--- src/rtl/energy_det_pkg.sv ---
// energy_det_pkg: FSM state encoding and accumulator width derivation shared by the detector.
package energy_det_pkg;
  typedef enum logic [1:0] {IDLE, ACCUM, COMPARE, REPORT} state_t;
  function automatic int acc_width(input int sample_w, input int log2_max_win);
    return 2 * sample_w + log2_max_win;
  endfunction
endpackage

--- src/rtl/energy_sq_acc.sv ---
// energy_sq_acc: squares an I/Q pair at full precision and accumulates I^2+Q^2 with clear/enable.
module energy_sq_acc
  import energy_det_pkg::*;
#(
  parameter int SAMPLE_W = 16,
  parameter int LOG2_MAX_WIN = 10,
  localparam int ACC_W = acc_width(SAMPLE_W, LOG2_MAX_WIN)
) (
  input  logic                       clock,
  input  logic                       reset,
  input  logic                       clear,
  input  logic                       en,
  input  logic signed [SAMPLE_W-1:0] din_i,
  input  logic signed [SAMPLE_W-1:0] din_q,
  output logic [ACC_W-1:0]           acc
);
  logic signed [2*SAMPLE_W-1:0] ext_i, ext_q, sq_i, sq_q;
  logic [2*SAMPLE_W:0] sum;
  // operands are sign-extended first so (-2^(SAMPLE_W-1))^2 is exact
  assign ext_i = (2*SAMPLE_W)'(din_i);
  assign ext_q = (2*SAMPLE_W)'(din_q);
  assign sq_i = ext_i * ext_i;
  assign sq_q = ext_q * ext_q;
  assign sum = {1'b0, sq_i} + {1'b0, sq_q};
  always_ff @(posedge clock) begin
    if (reset || clear) acc <= '0;
    else if (en) acc <= acc + ACC_W'(sum);
  end
endmodule

--- src/rtl/energy_window_detector.sv ---
// energy_window_detector: pops windowed I/Q samples from a FIFO, sums their energy and
// raises detect after a run of consecutive above-threshold windows.
module energy_window_detector
  import energy_det_pkg::*;
#(
  parameter int SAMPLE_W = 16,
  parameter int LOG2_MAX_WIN = 10,
  parameter int HIT_W = 4,
  localparam int ACC_W = acc_width(SAMPLE_W, LOG2_MAX_WIN)
) (
  input  logic                       clock,
  input  logic                       reset,
  input  logic                       enable,
  input  logic                       empty_fin,
  output logic                       pop_fin,
  input  logic signed [SAMPLE_W-1:0] din_i,
  input  logic signed [SAMPLE_W-1:0] din_q,
  input  logic [LOG2_MAX_WIN:0]      win_len,
  input  logic [ACC_W-1:0]           threshold,
  input  logic [HIT_W-1:0]           hits_req,
  output logic [ACC_W-1:0]           energy,
  output logic                       energy_valid,
  output logic                       end_sig,
  output logic                       detect
);
  localparam logic [LOG2_MAX_WIN:0] MAX_LEN = {1'b1, {LOG2_MAX_WIN{1'b0}}};
  localparam logic [LOG2_MAX_WIN:0] ONE_LEN = {{LOG2_MAX_WIN{1'b0}}, 1'b1};
  state_t state;
  logic [LOG2_MAX_WIN:0] win_len_q, pop_cnt, len_c;
  logic [HIT_W-1:0] hit_cnt, hit_next, hits_min;
  logic [ACC_W-1:0] acc;
  logic dv, rpt, start, clear, above;
  assign len_c = (win_len == '0) ? ONE_LEN : (win_len > MAX_LEN) ? MAX_LEN : win_len;
  assign start = enable && !empty_fin;
  assign clear = start && (state == IDLE || state == REPORT);
  assign pop_fin = !reset && state == ACCUM && !empty_fin && pop_cnt < win_len_q;
  assign above = acc >= threshold;
  assign hit_next = above ? (&hit_cnt ? hit_cnt : hit_cnt + 1'b1) : '0;
  assign hits_min = (hits_req == '0) ? {{(HIT_W-1){1'b0}}, 1'b1} : hits_req;
  assign energy_valid = rpt && !reset;
  assign end_sig = rpt && !reset;
  energy_sq_acc #(.SAMPLE_W(SAMPLE_W), .LOG2_MAX_WIN(LOG2_MAX_WIN)) u_acc (
    .clock(clock),
    .reset(reset),
    .clear(clear),
    .en(dv),
    .din_i(din_i),
    .din_q(din_q),
    .acc(acc)
  );
  always_ff @(posedge clock) begin
    if (reset) begin
      state <= IDLE;
      win_len_q <= '0;
      pop_cnt <= '0;
      dv <= 1'b0;
      rpt <= 1'b0;
      hit_cnt <= '0;
      energy <= '0;
      detect <= 1'b0;
    end else begin
      dv <= pop_fin;
      rpt <= state == COMPARE;
      if (pop_fin) pop_cnt <= pop_cnt + 1'b1;
      case (state)
        IDLE: if (start) begin
          state <= ACCUM;
          win_len_q <= len_c;
          pop_cnt <= '0;
        end
        ACCUM: if (dv && pop_cnt == win_len_q) state <= COMPARE;
        COMPARE: begin
          energy <= acc;
          hit_cnt <= hit_next;
          detect <= hit_next >= hits_min;
          state <= REPORT;
        end
        REPORT: begin
          state <= start ? ACCUM : IDLE;
          if (start) begin
            win_len_q <= len_c;
            pop_cnt <= '0;
          end
        end
        default: state <= IDLE;
      endcase
    end
  end
endmodule

--- config.mk ---
export PLATFORM = sky130hd
export DESIGN_NAME = energy_window_detector
export DESIGN_NICKNAME = d
export VERILOG_FILES = /design/src/rtl/energy_det_pkg.sv /design/src/rtl/energy_sq_acc.sv /design/src/rtl/energy_window_detector.sv
export SDC_FILE = /design/constraint.sdc
export NUM_CORES = 2
export LEC_CHECK = 0
export ABC_AREA = 1
export ABC_CLOCK_PERIOD_IN_PS = 14560
export CORE_MARGIN = 4
export CORE_UTILIZATION = 39
export CTS_BUF_LIST = sky130_fd_sc_hd__clkbuf_8
export DETAILED_ROUTE_END_ITERATION = 10
export PLACE_DENSITY_LB_ADDON = 0.3
export RECOVER_POWER = 100
export SETUP_SLACK_MARGIN = 0.05
export SYNTH_ARGS = -nofsm -noshare
export SYNTH_HDL_FRONTEND = slang
export SYNTH_SLANG_ARGS = --single-unit
--- constraint.sdc ---
create_clock -name clock -period 14.56 [get_ports clock]
set_input_delay 2.912 -clock clock [delete_from_list [all_inputs] [get_ports clock]]
set_output_delay 2.912 -clock clock [all_outputs]
set_load 0.1 [all_outputs]
## Word level (Yosys, flattened, before mapping)

Index checks and enable logic that the tools add are counted.

- Register bits after elaboration: 115
- Memories: 0
- ROM bits: 0
- Bits of input ports: 93
- Bits in latches: 0
- RAM bits: 0

- Shift-type cells: 0
- Reductions and logical operators: 18
- Div/mod/pow operators: 0
- Add/subtract/negate cells: 4
- Magnitude comparators: 4
- Mux-type cells: 12
- Bitwise gates (word level): 0
- Equal/unequal tests: 6
- Multipliers: 2

Operators by type and width:

| cell | count |
|---|---|
| 16-bit by 16-bit multiplier with 32-bit output | 2 |
| 11-bit 2-to-1 mux | 5 |
| 42-bit by 33-bit adder with 42-bit output | 1 |
| 42-bit greater-or-equal comparator | 1 |
| 32-bit by 32-bit adder with 33-bit output | 1 |
| 4-bit 2-to-1 mux | 3 |
| 11-bit by 1-bit adder with 11-bit output, second input constant | 1 |
| 11-bit == test | 1 |
| 11-bit greater-than comparator, second input constant | 1 |
| 11-bit zero test | 1 |
| 11-bit less-than comparator | 1 |
| 2-bit case mux with 4 select lines | 1 |
| 1-bit logical AND | 7 |
| 4-bit by 1-bit adder with 4-bit output, second input constant | 1 |
| 2-bit == test, second input constant | 2 |
| 4-bit greater-or-equal comparator | 1 |
| 4-bit zero test | 1 |
| 2-bit 2-to-1 mux | 2 |
| 2-bit AND reduction | 2 |
| 4-bit AND reduction | 1 |
| 2-bit by 1-bit == test with 1-bit output, second input constant | 1 |
| 1-bit zero test | 2 |
| 2-bit zero test | 1 |
| 1-bit logical OR | 2 |
| other kinds (4) | 4 |

## Longest topological paths before layout

- Word-level depth: 7
- Depth in mapped cells: 44
- Depth with buffers taken out: 42

## Cells and area by module

From an unflattened synthesis, not the netlist that was laid out.

- Cells, all modules: 3,823
- Area, all modules: 28,483.6 um^2

By module, submodules not included:

| module | times used | area each (um^2) | sequential area each (um^2) | cells an instance |
|---|---|---|---|---|
| energy_sq_acc | 1 | 24,060.6 | 840.8 | 3,192 |
| energy_window_detector | 1 | 4,423.0 | 1,461.4 | 631 |

## Worst setup path after synthesis

Ideal clock, no wire load.

- Kind: input-to-reg
- From: input din_i[15]
- To: register u_acc.acc[36]
- Required time: 14.445 ns
- Cell stages on the path: 34
- Path slack: 4.826 ns
- Buffers on the path: 2
- Data arrival time: 9.619 ns
- Cells stage by stage: clkbuf_1 buf_1 nand2_1 inv_1 fa_1 inv_1 fa_1 inv_1 fa_1 fa_1 fa_1 fa_1 ha_1 a21oi_1 o21ai_0 a21oi_1 nand3_1 a21oi_1 inv_1 nand2_1 nand2_1 fa_1 inv_1 ha_1 nand2_1 inv_1 nand2_1 nand2_1 nand2_1 o21ai_0 a21oi_1 nand3_2 a21oi_1 nor2_1

- Cells in the longest elaborated chain, start to end: 3

RTL lines:

| what | line | RTL |
|---|---|---|
| start: declaration | energy_window_detector.sv:16 | `input logic signed [SAMPLE_W-1:0] din_i,` |
| 16-bit by 16-bit multiplier with 32-bit output | energy_sq_acc.sv:22 | `assign sq_i = ext_i * ext_i;` |
| 32-bit by 32-bit adder with 33-bit output | energy_sq_acc.sv:24 | `assign sum = {1'b0, sq_i} + {1'b0, sq_q};` |
| 42-bit by 33-bit adder with 42-bit output | energy_sq_acc.sv:27 | `else if (en) acc <= acc + ACC_W'(sum);` |
| end signal: assignment | energy_sq_acc.sv:27 |  |
| end: declaration | energy_sq_acc.sv:15 | `output logic [ACC_W-1:0] acc` |

Every way passes these cells.
A chain may end at the register's enable or synchronous reset.

## Final worst setup path

- From: input din_q[15]
- To: register u_acc.acc[33]

- Cells in the longest elaborated chain, start to end: 3

RTL lines:

| what | line | RTL |
|---|---|---|
| start: declaration | energy_window_detector.sv:17 | `input logic signed [SAMPLE_W-1:0] din_q,` |
| 16-bit by 16-bit multiplier with 32-bit output | energy_sq_acc.sv:23 | `assign sq_q = ext_q * ext_q;` |
| 32-bit by 32-bit adder with 33-bit output | energy_sq_acc.sv:24 |  |
| 42-bit by 33-bit adder with 42-bit output | energy_sq_acc.sv:27 |  |

Every way passes these cells.

==> metrics.csv <==
stage,metric,value,unit
status,status,finished with violations,
global_routing,grt total ovfl,0,
floorplan,die footprint,76700,um2
clock_network,CTS tree,built,
sta,Rel. slew slack,-66.1,%
critical_path,buffers and inverters on the worst path,6,
placement,DP Worst Slack,3.00,ns
clock_network,Post CTS Setup Buffer Count,0,
sta,crit path time final,11.31,ns
synth,Yosys warning total,0,
sta,Post-Route Skew,0.0113,ns
placement,Cells after DPL,4752,
critical_path,Max stage delay on crit path,1.11,ns
synth,Post-Syn Area,28200,um2
detailed_routing,via count,22500,
global_routing,vias in the first global route,23100,
clock_network,clk buf depth,2,
sta,RSZ-0062 raised after global routing,no,
clock_network,H-tree levels,4,
critical_path,"critical path fanouts, max",22,
floorplan,row cnt,98,
synth,Synth Net Count,4621,
synth,post-synthesis average cell area,7.52,um2
critical_path,Reg-to-Reg Start,state[0],
critical_path,Critical Path RT,14.91,ns
sta,Fin Setup TNS,0,ns
clock_network,clock sinks,115,
clock_network,clk root buf,clkbuf_8,
global_routing,initial antenna violation count,0,
detailed_routing,1st-pass router iterations,5,
final_layout,Final nets,4692,
detailed_routing,remaining antenna violation count,0,
critical_path,startpoint types,input pin,
final_layout,"most common cell after layout, fill and taps aside",inv_1,
clock_network,"Hold-fix buffers, CTS",0,
synth,"FF+latch count, synth",115,
synth,ys async rst share,0,%
global_routing,largest net degree at the start of global routing,76,
clock_network,Clock Latency Late Sink,0.45,ns
final_layout,Layout area overhead,9.25,%
critical_path,reg2reg setup slack,10.11,ns
synth,sequential area share after synthesis,8.16,%
floorplan,Initial Utilization,39.4,%
critical_path,WS Path Type,input pin to register,
worst_hold_path,hold wc startpoint,u_acc.acc[0],
critical_path,Crit Reg-Reg Endpoint,pop_cnt[0],
sta,fin. max-slew vios,105,
synth,"EDFF count, synth",0,
placement,port bufs,138,
critical_path,cell family contributing the most delay on the critical path,adder cells,
clock_network,number of instances resized during post-cts repair,0,
global_routing,gr usage total,18.8,%
sta,Highest Clock Rate,88.4,MHz
worst_hold_path,Worst Hold Class,register to register,
sta,Least-Margin Pin Slew,2.49,ns
placement,GPL Wtd Cong,0.951,
critical_path,CP max stage cell,dlygate4sd3_1,
clock_network,CTS buffer count,17,
critical_path,crit path DAT,11.65,ns
final_layout,share of cells above drive strength 1,2.22,%
detailed_routing,routed vias/inst,4.70,
detailed_routing,final WL,70500,um
final_layout,ant diodes,0,
detailed_routing,Iteration-0 DRC Markers,1240,
floorplan,die width,277,um
synth,Syn Inst Count,3750,
status,failing checks,"max-capacitance violations, max-slew violations",
sta,PnR worst setup slack,3.25,ns
placement,hpwl dp,61200,um
synth,"Distinct cells, synth",48,
sta,setup violators final,0,
critical_path,Reg2Reg Depth,9,
floorplan,height of the die,277,um
final_layout,non-filler instance count after layout,4782,
sta,final hold vios,0,
flow_run,max cap viols,2,
detailed_routing,DRC errors left,0,
sta,final worst path period share,77.7,%
worst_hold_path,hold path endpoint,u_acc.acc[0],
worst_hold_path,hold path depth,2,
critical_path,cell repeated most along the worst path,fa_1,
clock_network,clk slew on worst S/H paths,0.07,ns
detailed_routing,drt wl/cell,14.8,um
final_layout,most frequent cells in the layout,"inv_1 (1,092), nand2_1 (715), fa_1 (506), ha_1 (271), nor2_1 (257)",
critical_path,crit end category,register,
floorplan,I/O pin total,139,
global_routing,first-pass GRT wire length,119000,um
floorplan,total core area,71600,um2
synth,predominant post-synthesis flop cell,dfxtp_1,
## flip-flops by register name, summed over array words and instances, names as in the netlist
register   count
detect         1
dv             1
energy        42
hit_cnt        4
pop_cnt       11
rpt            1
state          2
u_acc.acc     42
win_len_q     11
## through the flow
stage          cell area, um2  hold WS, ns  utilization (%)
2_1_floorplan           28200        0.435                -
3_3_place_gp            30400        0.454             42.5
3_5_place_dp            30400        0.458             42.5
4_1_cts                 30900        0.473             43.1
5_1_grt                 30800        0.511             43.0
6_report                30800        0.473             43.0
## cells by family (layout without fill, tap and decap cells)
family	Yosys count	after routing	synth area share, %
buffers and inverters	1191	1273	16.0
AND/OR/NAND/NOR	1175	1175	17.1
adder cells (fa/ha/maj)	778	778	48.0
AO/OA/AOI/OAI	383	383	7.39
flip-flops	115	115	8.16
XOR/XNOR	107	107	3.32
multiplexers	1	1	0.0399
## worst max path at each step
stage / start / endpoint / slack (ns) / cells after the start
floorplan: din_i[15] / u_acc.acc[36] / 4.83 / 34
global placement: din_q[15] / u_acc.acc[31] / 2.96 / 30
detailed placement: din_i[15] / u_acc.acc[34] / 3.00 / 32
CTS: din_i[15] / u_acc.acc[34] / 3.47 / 32
global route: din_q[15] / u_acc.acc[41] / 2.66 / 31
finish: din_q[15] / u_acc.acc[33] / 3.25 / 31
## worst register-to-register path, delay by kind of cell, from the launching register on
kind                       cells  cell delay [ns]
and+or+nand+nor                2             0.25
AOI/OAI and AO/OA              2             0.37
DFF                            1             0.43
buffers and inverters          4             2.97
adders and majority gates      1             0.31
## cell type report
type | instances | area (um2)
Fill cell | 7388 | 40800
Multi-Input combinational cell | 2444 | 21300
Inverter | 1098 | 4120
Sequential cell | 115 | 2300
Timing Repair Buffer | 145 | 1430
Tap cell | 950 | 1190
Clock buffer | 20 | 275
Clock inverter | 10 | 156
## metal layers
metal	up-vias	GRT usage [%]	part of all wire (%)
met2	423	31.4	47
met5	-	0	0
met3	59	2.00	3.8
li1	11200	-	-
met4	0	4.13	2.2
met1	10800	26.4	47
## synth_stat cells, drive strengths merged, types with 2 or more instances
cell    count  share of area (%)
and3        2              0.044
o21a        3              0.080
xor2       74                2.3
o21bai     16               0.43
a21oi     189                3.4
buf        13               0.24
ha        272                 12
o211ai      3              0.098
inv      1097                 15
nor3       27               0.50
nor2      264                3.6
o21ai     137                2.5
and2        3              0.067
nor4        8               0.18
a31oi       6               0.13
xnor2      33                1.0
or2         8               0.18
fa        506                 36
clkbuf     80                1.2
nand3b      3              0.080
dfxtp     115                8.2
a21boi      2              0.053
o22ai       7               0.16
a21o       13               0.35
nand3     113                2.1
a31o        4               0.12
nand2     728                9.8
nand4      19               0.42
Power is left out: the tool's default activity adds up to more than one toggle a clock period on the data nets, which glitch-free logic cannot reach.
